## src/rtl/ws_frame_scheduler.sv

```systemverilog
`default_nettype none
// ============================================================================
//  Module   : ws_frame_scheduler
//  Purpose  : Master-mode word-select generator and frame sequencer for the
//             I2S transceiver. Drives ws and the channel-slot state for the
//             shifter datapath. Requests one TX word per live slot, counts
//             slot bits, flags missing words and counts completed frames.
//  Ports    : clk        bit clock, one cycle per serial bit
//             rst        asynchronous active-high reset
//             start      begin framing (sampled in IDLE only)
//             stop       finish the current frame, then stop
//             stereo     1: L+R words per frame, 0: mono (L word only)
//             std_i2s    1: Philips I2S ws polarity, 0: left-justified
//             frame32    1: 32-bit slots, 0: 16-bit slots
//             word_ack   TX source supplied the requested word
//             ws         word-select line
//             ch_state   00 idle/dummy, 01 left, 10 right (live stereo word)
//             bit_idx    bit index within the slot, N-1 down to 0
//             word_req   one-cycle pulse at the first cycle of a live slot
//             underrun   sticky: a live slot ended without word_ack
//             busy       high in any non-idle state
//             frame_cnt  completed frames since the last start
//  Revision : 1.0 - initial release
// ============================================================================
module ws_frame_scheduler #(
    parameter int IDLE_GAP = 1,
    parameter int FCNT_W   = 16
) (
    input  logic              clk,
    input  logic              rst,
    input  logic              start,
    input  logic              stop,
    input  logic              stereo,
    input  logic              std_i2s,
    input  logic              frame32,
    input  logic              word_ack,
    output logic              ws,
    output logic [1:0]        ch_state,
    output logic [4:0]        bit_idx,
    output logic              word_req,
    output logic              underrun,
    output logic              busy,
    output logic [FCNT_W-1:0] frame_cnt
);

    localparam int c_GAP_W = (IDLE_GAP > 1) ? $clog2(IDLE_GAP) : 1;

    typedef enum logic [1:0] {
        ST_IDLE  = 2'd0,
        ST_LEFT  = 2'd1,
        ST_RIGHT = 2'd2,
        ST_GAP   = 2'd3
    } state_t;

    state_t              r_state,        w_state;
    logic                r_ws,           w_ws;
    logic [1:0]          r_ch_state,     w_ch_state;
    logic [4:0]          r_bit_idx,      w_bit_idx;
    logic                r_word_req,     w_word_req;
    logic                r_underrun,     w_underrun;
    logic                r_busy,         w_busy;
    logic [FCNT_W-1:0]   r_frame_cnt,    w_frame_cnt;
    logic                r_stop_pending, w_stop_pending;
    logic [c_GAP_W-1:0]  r_gap_cnt,      w_gap_cnt;
    logic                r_stereo,       w_stereo;
    logic                r_std_i2s,      w_std_i2s;
    logic                r_frame32,      w_frame32;
    logic                r_ack_seen,     w_ack_seen;

    logic [4:0]          w_slot_top;
    logic                w_slot_last;

    assign w_slot_top  = r_frame32 ? 5'd31 : 5'd15;
    assign w_slot_last = (r_bit_idx == 5'd0);

    // Level encoding: with I2S left=0/right=1/idle=1, with LJ left=1/right=0/
    // idle=0. Hence idle and right level equal std_i2s, left level is its
    // complement.
    always_comb begin
        w_state        = r_state;
        w_ws           = r_ws;
        w_ch_state     = r_ch_state;
        w_bit_idx      = r_bit_idx;
        w_word_req     = 1'b0;
        w_underrun     = r_underrun;
        w_frame_cnt    = r_frame_cnt;
        w_stop_pending = r_stop_pending;
        w_gap_cnt      = r_gap_cnt;
        w_stereo       = r_stereo;
        w_std_i2s      = r_std_i2s;
        w_frame32      = r_frame32;
        w_ack_seen     = r_ack_seen;

        case (r_state)
            ST_IDLE: begin
                // Idle ws follows the live polarity input, not the latched one.
                w_ws       = std_i2s;
                w_ch_state = 2'b00;
                w_bit_idx  = 5'd0;
                if (start && !stop) begin
                    w_state        = ST_LEFT;
                    w_stereo       = stereo;
                    w_std_i2s      = std_i2s;
                    w_frame32      = frame32;
                    w_underrun     = 1'b0;
                    w_frame_cnt    = '0;
                    w_stop_pending = 1'b0;
                    w_ack_seen     = 1'b0;
                    w_ws           = ~std_i2s;
                    w_ch_state     = 2'b01;
                    w_bit_idx      = frame32 ? 5'd31 : 5'd15;
                    w_word_req     = 1'b1;
                end
            end

            ST_LEFT: begin
                if (stop) w_stop_pending = 1'b1;
                if (word_ack) w_ack_seen = 1'b1;
                if (w_slot_last) begin
                    // The ack may arrive in the very last cycle of the slot.
                    if (!(r_ack_seen || word_ack)) w_underrun = 1'b1;
                    w_ack_seen = 1'b0;
                    w_state    = ST_RIGHT;
                    w_ws       = r_std_i2s;
                    w_ch_state = r_stereo ? 2'b10 : 2'b00;
                    w_bit_idx  = w_slot_top;
                    w_word_req = r_stereo;
                end else begin
                    w_bit_idx = r_bit_idx - 5'd1;
                end
            end

            ST_RIGHT: begin
                if (stop) w_stop_pending = 1'b1;
                // In mono the right half is a dummy slot: acks there are ignored.
                if (r_stereo && word_ack) w_ack_seen = 1'b1;
                if (w_slot_last) begin
                    if (r_stereo && !(r_ack_seen || word_ack)) w_underrun = 1'b1;
                    w_ack_seen  = 1'b0;
                    w_frame_cnt = r_frame_cnt + FCNT_W'(1);
                    // A stop arriving in this final cycle still ends the frame here.
                    if (r_stop_pending || stop) begin
                        w_state        = ST_GAP;
                        w_stop_pending = 1'b0;
                        w_ws           = r_std_i2s;
                        w_ch_state     = 2'b00;
                        w_bit_idx      = 5'd0;
                        w_gap_cnt      = c_GAP_W'(IDLE_GAP - 1);
                    end else begin
                        w_state    = ST_LEFT;
                        w_ws       = ~r_std_i2s;
                        w_ch_state = 2'b01;
                        w_bit_idx  = w_slot_top;
                        w_word_req = 1'b1;
                    end
                end else begin
                    w_bit_idx = r_bit_idx - 5'd1;
                end
            end

            ST_GAP: begin
                w_ch_state     = 2'b00;
                w_bit_idx      = 5'd0;
                w_stop_pending = 1'b0;
                if (r_gap_cnt == '0) begin
                    w_state = ST_IDLE;
                    w_ws    = std_i2s;
                end else begin
                    w_gap_cnt = r_gap_cnt - c_GAP_W'(1);
                end
            end

            default: begin
                w_state = ST_IDLE;
            end
        endcase

        w_busy = (w_state != ST_IDLE);
    end

    always_ff @(posedge clk or posedge rst) begin
        if (rst) begin
            r_state        <= ST_IDLE;
            r_ws           <= 1'b1;
            r_ch_state     <= 2'b00;
            r_bit_idx      <= 5'd0;
            r_word_req     <= 1'b0;
            r_underrun     <= 1'b0;
            r_busy         <= 1'b0;
            r_frame_cnt    <= '0;
            r_stop_pending <= 1'b0;
            r_gap_cnt      <= '0;
            r_stereo       <= 1'b0;
            r_std_i2s      <= 1'b0;
            r_frame32      <= 1'b0;
            r_ack_seen     <= 1'b0;
        end else begin
            r_state        <= w_state;
            r_ws           <= w_ws;
            r_ch_state     <= w_ch_state;
            r_bit_idx      <= w_bit_idx;
            r_word_req     <= w_word_req;
            r_underrun     <= w_underrun;
            r_busy         <= w_busy;
            r_frame_cnt    <= w_frame_cnt;
            r_stop_pending <= w_stop_pending;
            r_gap_cnt      <= w_gap_cnt;
            r_stereo       <= w_stereo;
            r_std_i2s      <= w_std_i2s;
            r_frame32      <= w_frame32;
            r_ack_seen     <= w_ack_seen;
        end
    end

    assign ws        = r_ws;
    assign ch_state  = r_ch_state;
    assign bit_idx   = r_bit_idx;
    assign word_req  = r_word_req;
    assign underrun  = r_underrun;
    assign busy      = r_busy;
    assign frame_cnt = r_frame_cnt;

endmodule
`default_nettype wire

```

## config.mk

```make
export PLATFORM = sky130hd
export DESIGN_NAME = ws_frame_scheduler
export DESIGN_NICKNAME = d
export VERILOG_FILES = /design/src/rtl/ws_frame_scheduler.sv
export SDC_FILE = /design/constraint.sdc
export NUM_CORES = 1
export LEC_CHECK = 0
export CORE_MARGIN = 2
export CORE_UTILIZATION = 45
export CTS_CLUSTER_SIZE = 14
export DETAILED_ROUTE_END_ITERATION = 6
export GPL_ROUTABILITY_DRIVEN = 0
export PLACE_DENSITY = 0.73
export SETUP_SLACK_MARGIN = 0.02
export SLEW_MARGIN = 20
export SYNTH_ARGS = -nofsm -noshare
export SYNTH_HDL_FRONTEND = slang
export SYNTH_SLANG_ARGS = --single-unit
```

## constraint.sdc

```tcl
create_clock -name clk -period 2.12 [get_ports clk]
set_clock_uncertainty 0.1 [all_clocks]
set_input_delay 0.424 -clock clk [delete_from_list [all_inputs] [get_ports clk]]
set_output_delay 0.424 -clock clk [all_outputs]
set_load 0.05 [all_outputs]
```

# ---- Word-level counts from Yosys, hierarchy flattened
# Index checks and enable logic that the tools add are counted.
dict set report word_totals {
  register_bits 35
  in_bits 8
  output_inout_bits 27
  elab_cells 103
}
dict set report op_classes {
  n_addsub 3
  n_eq_ne 12
  muxes 52
  n_bitwise 2
  reduce_logical 20
}
# op n
set ops {}
lappend ops {{$mux W16} 2}
lappend ops {{$pmux W16 S2} 1}
lappend ops {{$mux W5} 6}
lappend ops {{$mux W1} 26}
lappend ops {{$pmux W5 S4} 1}
lappend ops {{$add A16 B1 Y16 const B} 1}
lappend ops {{$mux W2} 8}
lappend ops {{$pmux W2 S4} 2}
lappend ops {{$ne A2 B2 Y1 const B} 7}
lappend ops {{$pmux W1 S3} 3}
lappend ops {{$reduce_and A3 Y1} 3}
lappend ops {{$pmux W1 S4} 2}
lappend ops {{$ne A3 B3 Y1 const B} 2}
lappend ops {{$reduce_and A6 Y1} 1}
lappend ops {{$reduce_bool A2 Y1} 3}
lappend ops {{$logic_not A5 Y1} 1}
lappend ops {{$sub A5 B1 Y5 const B} 1}
lappend ops {{$eq A2 B2 Y1 const B} 2}
lappend ops {{$reduce_and A2 Y1} 2}
lappend ops {{$reduce_and A4 Y1} 1}
lappend ops {{$logic_and A1 B1 Y1} 3}
lappend ops {{$reduce_bool A3 Y1} 1}
lappend ops {{$eq A2 B1 Y1 const B} 1}
lappend ops {{$logic_not A1 Y1} 2}
lappend ops {{other kinds (5)} 7}

# ---- Longest topological paths before layout
# Gate-level depths: netlist of run 1.
dict set report depth {
  depth_word 6
  mapped_depth 8
  mapped_depth_nobuf 6
}

# ---- Least setup slack after synthesis of run 1
# OpenSTA, ideal clock, no wires.
dict set report synth_timing {
  kind {reg-to-reg}
  start {reg r_bit_idx[0], in the netlist bit_idx[0]}
  end {reg r_frame_cnt[6], in the netlist frame_cnt[6]}
  setup_ps 78
  t_arrival_ps 2176
  path_slack_ps -234
  stages_incl_launch_ff 8
  path_buffers 1
  period_less_slack_ps 2354
  cell_sequence {dfrtp_1 -> inv_1 -> ha_1 -> nor4b_4 -> o221ai_2 -> buf_6 -> or4_1 -> a21oi_1}
}
dict set report synth_between {
  elab_chain_cells 3
}
# item line_no
set synth_rtl {}
lappend synth_rtl {{start, declared} 58} ;# logic [4:0] r_bit_idx, w_bit_idx;
lappend synth_rtl {{start signal, assigned} 201} ;# r_bit_idx <= w_bit_idx;
lappend synth_rtl {{$logic_not A5 Y1} 74} ;# assign w_slot_last = (r_bit_idx == 5'd0);
lappend synth_rtl {{$ne A2 B2 Y1 (no source line)} --}
lappend synth_rtl {{$reduce_and A3 Y1 (no source line)} --}
lappend synth_rtl {{end signal, assigned} 205} ;# r_frame_cnt <= w_frame_cnt;
lappend synth_rtl {{end, declared} 62} ;# logic [FCNT_W-1:0] r_frame_cnt, w_frame_cnt;
# No other way between the ends.
# A chain may end at the register's enable or synchronous reset.

# ---- Final worst setup path of run 1
dict set report layout_timing {
  start {reg r_frame_cnt[13], in the netlist frame_cnt[13]}
  end {out frame_cnt[13]}
}
# item line_no
set layout_rtl {}
lappend layout_rtl {{end, declared} 43} ;# output logic [FCNT_W-1:0] frame_cnt
# No word-level cell between the ends.

==> impl_metrics.tcl, run 1 <==
set metrics [dict create \
    hold_violations 0 \
    busiest_layer "met2" \
    met3_usage_pct 3.95 \
    syn_inst 195 \
    muxShareOfSynthArea_pct 2.88 \
    grt_overflow 0 \
    ant_nets 0 \
    synth_edf_count 0 \
    p_leak_nw 1.23 \
    synth_top_flop_cell "dfrtp_1" \
    dr.pass1.iters 4 \
    root_buffer "clkbuf_8" \
    drtIter0Drc 108 \
    max_freq_ghz 0.490 \
    final_common_cell "dfrtp_1" \
    synthSimpleGateAreaFrac_pct 21.6 \
    tns_ps 0 \
    n_antenna_cell 0 \
    path_delay_family "buffers and inverters" \
    routed_wl_um 4390 \
    io_buffers 34 \
    period_share_pct 96.3 \
    cts_tree "yes" \
    die-area_um2 4680 \
    syn_nets 211 \
    tightest_slew_ps 505 \
    most-common-layout-cells "28 x dfrtp_1, 26 x buf_4, 21 x nand2_1" \
    drive_gt1_share_pct 24.7 \
    drc_errors 0 \
    cp-end-kind "output port" \
    nFillCells 330 \
    grt_max_degree 35 \
    clkTransAtPathRegs_ps 70 \
    hold_class "reg -> reg" \
    finalMaxSlewViolations 0 \
    place_inst 292 \
    fin_cells 301 \
    critical_path.startpoint_type "register" \
    power_mw 3.36 \
    netlist_area_um2 1870 \
    grtUsageMet1_pct 29.5 \
    ir_drop_mv 0.863 \
    synthAdderAreaFrac_pct 5.37 \
    synth-xor-area-share_pct 2.35 \
    seq_area_frac_synth_pct 45.7 \
    min_period_ps 2040 \
    crit_path_top_delay_cell "clkdlybuf4s50_1" \
    whs_ps 380 \
    critPathKind "reg -> out" \
    cts_buffer_depth 2 \
    grtUsageTotal_pct 21.2 \
    yosysWarnings 0 \
    first_global_vias 1551 \
    via_per_inst 5.57 \
    grt.met2_usage_pct 33.2 \
    final_nets 266 \
    die_w_um 68.4 \
    cp.required_ps 1600 \
    ioPinCount 35 \
    worst_slew_margin_rel_pct 66.2 \
    status "completed" \
    synth_top_family_by_area "simple AND/OR/NAND/NOR gates" \
    ys_ff_latch 34 \
    synth_compound_gate_area_share_pct 18.5 \
    p_per_area_nw_per_um2 1300 \
    fp.dieH_um 68.4 \
    worstPathCellList "clkdlybuf4s50_1" \
    rows 23 \
    timing.critical_path.buf_inv 1 \
    vias 1677 \
    dpl.hpwl_um 3200 \
    maxCapViolCount 0 \
    cts_inserted_buffers 5 \
    path_max_fanout 4 \
    antenna_found_initial 0 \
    rsz0062_at_grt "true" \
    initial_core_util_pct 46.6 \
    worstPathArrival_ps 1520 \
    grt_pass1_wl_um 7370 \
    clock_latency_ps 280 \
    max_stage_delay_ps 820 \
    syn_to_final_growth_pct 38.9 \
    setup_viol 0 \
    synthArstFlopShare_pct 100 \
    wire_per_inst_um 14.6 \
    yosysUniqueCellTypes 39 \
    cts-htree-levels 2 \
    cts_num_sinks 34 \
    syn_avg_cell_area_um2 9.57 \
    core_area_um2 4000 \
]
metal layers:
metal  wire length, um  vias up
li1                  -      822
met1              2100      819
met2              2070       30
met3               168        6
met4                53        0
met5                 0        -
state kept, by name, summed over array words and instances (netlist names), 2 cells and up:
signal	count
ch_state	2
frame_cnt	16
bit_idx	5
r_state	2
Yosys cell counts, drive strengths merged (2+ instances only):
| master | instances | area, um2 |
|---|---|---|
| a21o | 2 | 15.0 |
| a21oi | 16 | 80.1 |
| a221oi | 2 | 17.5 |
| and2 | 2 | 12.5 |
| and3 | 2 | 12.5 |
| and4 | 2 | 17.5 |
| buf | 2 | 15.0 |
| clkbuf | 5 | 18.8 |
| dfrtp | 33 | 826 |
| ha | 8 | 100 |
| inv | 9 | 33.8 |
| mux2 | 3 | 33.8 |
| mux2i | 2 | 20.0 |
| nand2 | 21 | 78.8 |
| nand2b | 2 | 12.5 |
| nand3 | 4 | 20.0 |
| nand4 | 3 | 18.8 |
| nor2 | 8 | 30.0 |
| nor2b | 4 | 25.0 |
| nor3 | 6 | 30.0 |
| o21ai | 19 | 95.1 |
| o221ai | 2 | 30.0 |
| o22ai | 2 | 12.5 |
| o31ai | 7 | 52.6 |
| or2 | 2 | 12.5 |
| or3 | 6 | 37.5 |
| or4 | 7 | 52.6 |
| xnor2 | 4 | 35.0 |
what timing repair did:
action / 4_1_cts / 5_1_grt
endpoints found under the setup margin: 5 / 26
buffers inserted: 1 / 0
pin swaps: 0 / 1
hold buffers: 0 / 0
gates resized for setup: 1 / 22
stage by stage:
step / util (%) / setup WS [ps] / cell area, um2
floorplan: - / -70.1 / 1890
global placement: 59.7 / -69.5 / 2390
detailed placement: 59.7 / -119 / 2390
CTS: 62.7 / 9.42 / 2510
global route: 64.8 / -16.3 / 2590
finish: 64.8 / 78.0 / 2590
where the power goes:
group          leakage, nW  switching [mW]  internal, mW  total [mW]
Sequential           0.445           0.133         0.832       0.965
Combinational        0.730            1.05         0.782        1.83
Clock               0.0575           0.232         0.328       0.560
Total                 1.23            1.42          1.94        3.36
logic make-up after synthesis:
group / after synthesis
buffers and inverters: 16
and+or+nand+nor: 72
AOI/OAI and AO/OA: 55
DFF: 34
xor gates and xnor gates: 5
muxes: 5
adders and majority gates: 8
worst paths after layout:
| kind | start | end | slack, ps | cells after the start |
|---|---|---|---|---|
| setup / recovery | frame_cnt[13]$_DFFE_PP0P_ | frame_cnt[13] | 80 | 1 |
| hold / removal | r_frame32$_DFFE_PP0P_ | r_frame32$_DFFE_PP0P_ | 380 | 2 |
| setup reg to reg | r_state[1]$_DFF_PP0_ | frame_cnt[13]$_DFFE_PP0P_ | 90 | 6 |
| hold reg to reg | r_frame32$_DFFE_PP0P_ | r_frame32$_DFFE_PP0P_ | 380 | 2 |
| max in group asynchronous | rst | ws$_DFFE_PP1P_ | 1160 | 3 |
| min in group asynchronous | rst | r_frame32$_DFFE_PP0P_ | 430 | 3 |
area by class of cell:
class	instances	area [um2]	share of cell area [%]
repair buffers	55	507	19.6
inverters	9	37.5	1.45
well taps	50	62.6	2.41
flip-flops and latches	34	858	33.1
clock buffers	8	110	4.25
multi-input cells	145	1020	39.2
Power figures use the tool's default switching activity.
==> inputs of run 2 (changes only) <==
==> constraint.sdc (replaced) <==
create_clock -name clk -period 1.66 [get_ports clk]
set_clock_uncertainty 0.1 [all_clocks]
set_input_delay 0.332 -clock clk [delete_from_list [all_inputs] [get_ports clk]]
set_output_delay 0.332 -clock clk [all_outputs]
set_load 0.05 [all_outputs]
==> impl_metrics.tcl, run 2 (same netlist as run 1, synthesis figures left out) <==
set metrics [dict create \
    grt_pass1_wl_um 10100 \
    hold_buffers 0 \
    wire_per_inst_um 21.6 \
    syn_to_final_growth_pct 89.4 \
    first_global_vias 2078 \
    root_buffer "clkbuf_8" \
    initial_core_util_pct 46.6 \
    max_freq_ghz 0.492 \
    drc_errors 0 \
    ir_drop_mv 1.78 \
    min_period_ps 2030 \
    worst_slew_margin_rel_pct 74.8 \
    final_nets 315 \
    final_common_cell "buf_4" \
    fin_ws_ps -372 \
    grt_max_degree 35 \
    tns_ps -7590 \
    dr.pass1.iters 6 \
    clkTransAtPathRegs_ps 70 \
    status "complete, but fails checks" \
    cts_inserted_buffers 5 \
    fp.dieH_um 68.4 \
    die_w_um 68.4 \
    io_buffers 34 \
    maxCapViolCount 0 \
    n_antenna_cell 0 \
    worstPathArrival_ps 2150 \
    dpl.hpwl_um 3610 \
    ant_nets 0 \
    most-common-layout-cells "54 x buf_4, 29 x dfrtp_1, 28 x buf_12" \
    drtIter0Drc 223 \
    cts-htree-levels 2 \
    clock_latency_ps 290 \
    cts_buffer_depth 2 \
    largest_register_ffs 16 \
    path_max_fanout 7 \
    p_leak_nw 1.52 \
    finalMaxSlewViolations 0 \
    whs_ps 297 \
    p_per_area_nw_per_um2 1720 \
    vias 2166 \
    setup_viol 31 \
    hold_violations 0 \
    grt_overflow 0 \
    violations "setup timing" \
    nFillCells 151 \
    cp.required_ps 1780 \
    power_mw 6.07 \
    routed_wl_um 7570 \
    via_per_inst 6.19 \
    antenna_found_initial 0 \
    critPathKind "reg -> reg" \
    cts_num_sinks 34 \
    grtUsageTotal_pct 30.1 \
    ioPinCount 35 \
    rows 23 \
    die-area_um2 4680 \
    period_share_pct 122 \
    critical_path.startpoint_type "register" \
    tightest_slew_ps 378 \
    hold_class "in -> async" \
    core_area_um2 4000 \
    rsz0062_at_grt "true" \
    cts_tree "yes" \
    drive_gt1_share_pct 57.7 \
    cp-end-kind "register" \
]
run 2: changes by cell type in the layout (fill, tap and decap cells not counted), moves of 8 or more:
cell / previous run / this run
buf_12: 0 / 28
buf_4: 26 / 54
a21oi_1: 16 / 2
a21oi_2: 0 / 14
buf_6: 1 / 14
clkdlybuf4s50_1: 20 / 7
o21ai_0: 19 / 7
dlymetal6s2s_1: 8 / 0
run 2: where the power goes:
part | switching, mW | internal (mW)
logic | 2.08 | 2.08
registers | 0.211 | 1.06
clock network | 0.308 | 0.334
run 2: layout make-up:
| class | count | area [um2] | area share, % |
|---|---|---|---|
| well taps | 50 | 62.6 | 1.77 |
| clock inverters | 1 | 5.00 | 0.142 |
| flip-flops and latches | 34 | 857 | 24.3 |
| inverters | 9 | 38.8 | 1.10 |
| repair buffers | 103 | 1190 | 33.8 |
| clock buffers | 7 | 86.3 | 2.44 |
| multi-input cells | 146 | 1290 | 36.5 |
run 2: through the flow:
stage / utilization, % / instances / area (um2) / setup WS (ps)
floorplan: - / 195 / 1930 / -530
global placement: 72.7 / 319 / 2910 / -427
detailed placement: 72.7 / 319 / 2910 / -512
CTS: 83.6 / 346 / 3340 / -260
global route: 88.3 / 350 / 3530 / -425
finish: 88.3 / 350 / 3530 / -372
run 2: worst max-delay path: stages, from the launching register on:
cell	delay [ps]
dfrtp_1	420
inv_2	120
ha_4	180
and3b_2	310
o221ai_4	190
buf_6	170
or3_4	320
a21oi_2	140
run 2: timing repair:
action,4_1_cts,5_1_grt
pin swaps,11,16
setup buffers,18,6
gates resized for setup,47,39
endpoints found under the hold margin,0,0
setup endpoints to repair,30,31
cloned,1,0
run 2: final timing paths:
| path | cells after the start | endpoint | slack (ps) | start |
|---|---|---|---|---|
| worst max-delay path | 7 | frame_cnt[5]$_DFFE_PP0P_ | -370 | r_state[0]$_DFF_PP0_ |
| worst min-delay path | 3 | frame_cnt[11]$_DFFE_PP0P_ | 300 | rst |
| worst max register to register | 7 | frame_cnt[5]$_DFFE_PP0P_ | -370 | r_state[0]$_DFF_PP0_ |
| worst min register to register | 2 | r_frame32$_DFFE_PP0P_ | 470 | r_frame32$_DFFE_PP0P_ |
| max in group asynchronous | 3 | ws$_DFFE_PP1P_ | 910 | rst |
| min in group clk | 2 | r_frame32$_DFFE_PP0P_ | 470 | r_frame32$_DFFE_PP0P_ |
run 2: metal layers:
metal | global-route usage, % | share of wire, %
met1 | 37.4 | 38
met4 | 12.8 | 2.9
met5 | 0 | 0
met2 | 49.5 | 52
met3 | 7.24 | 7.3
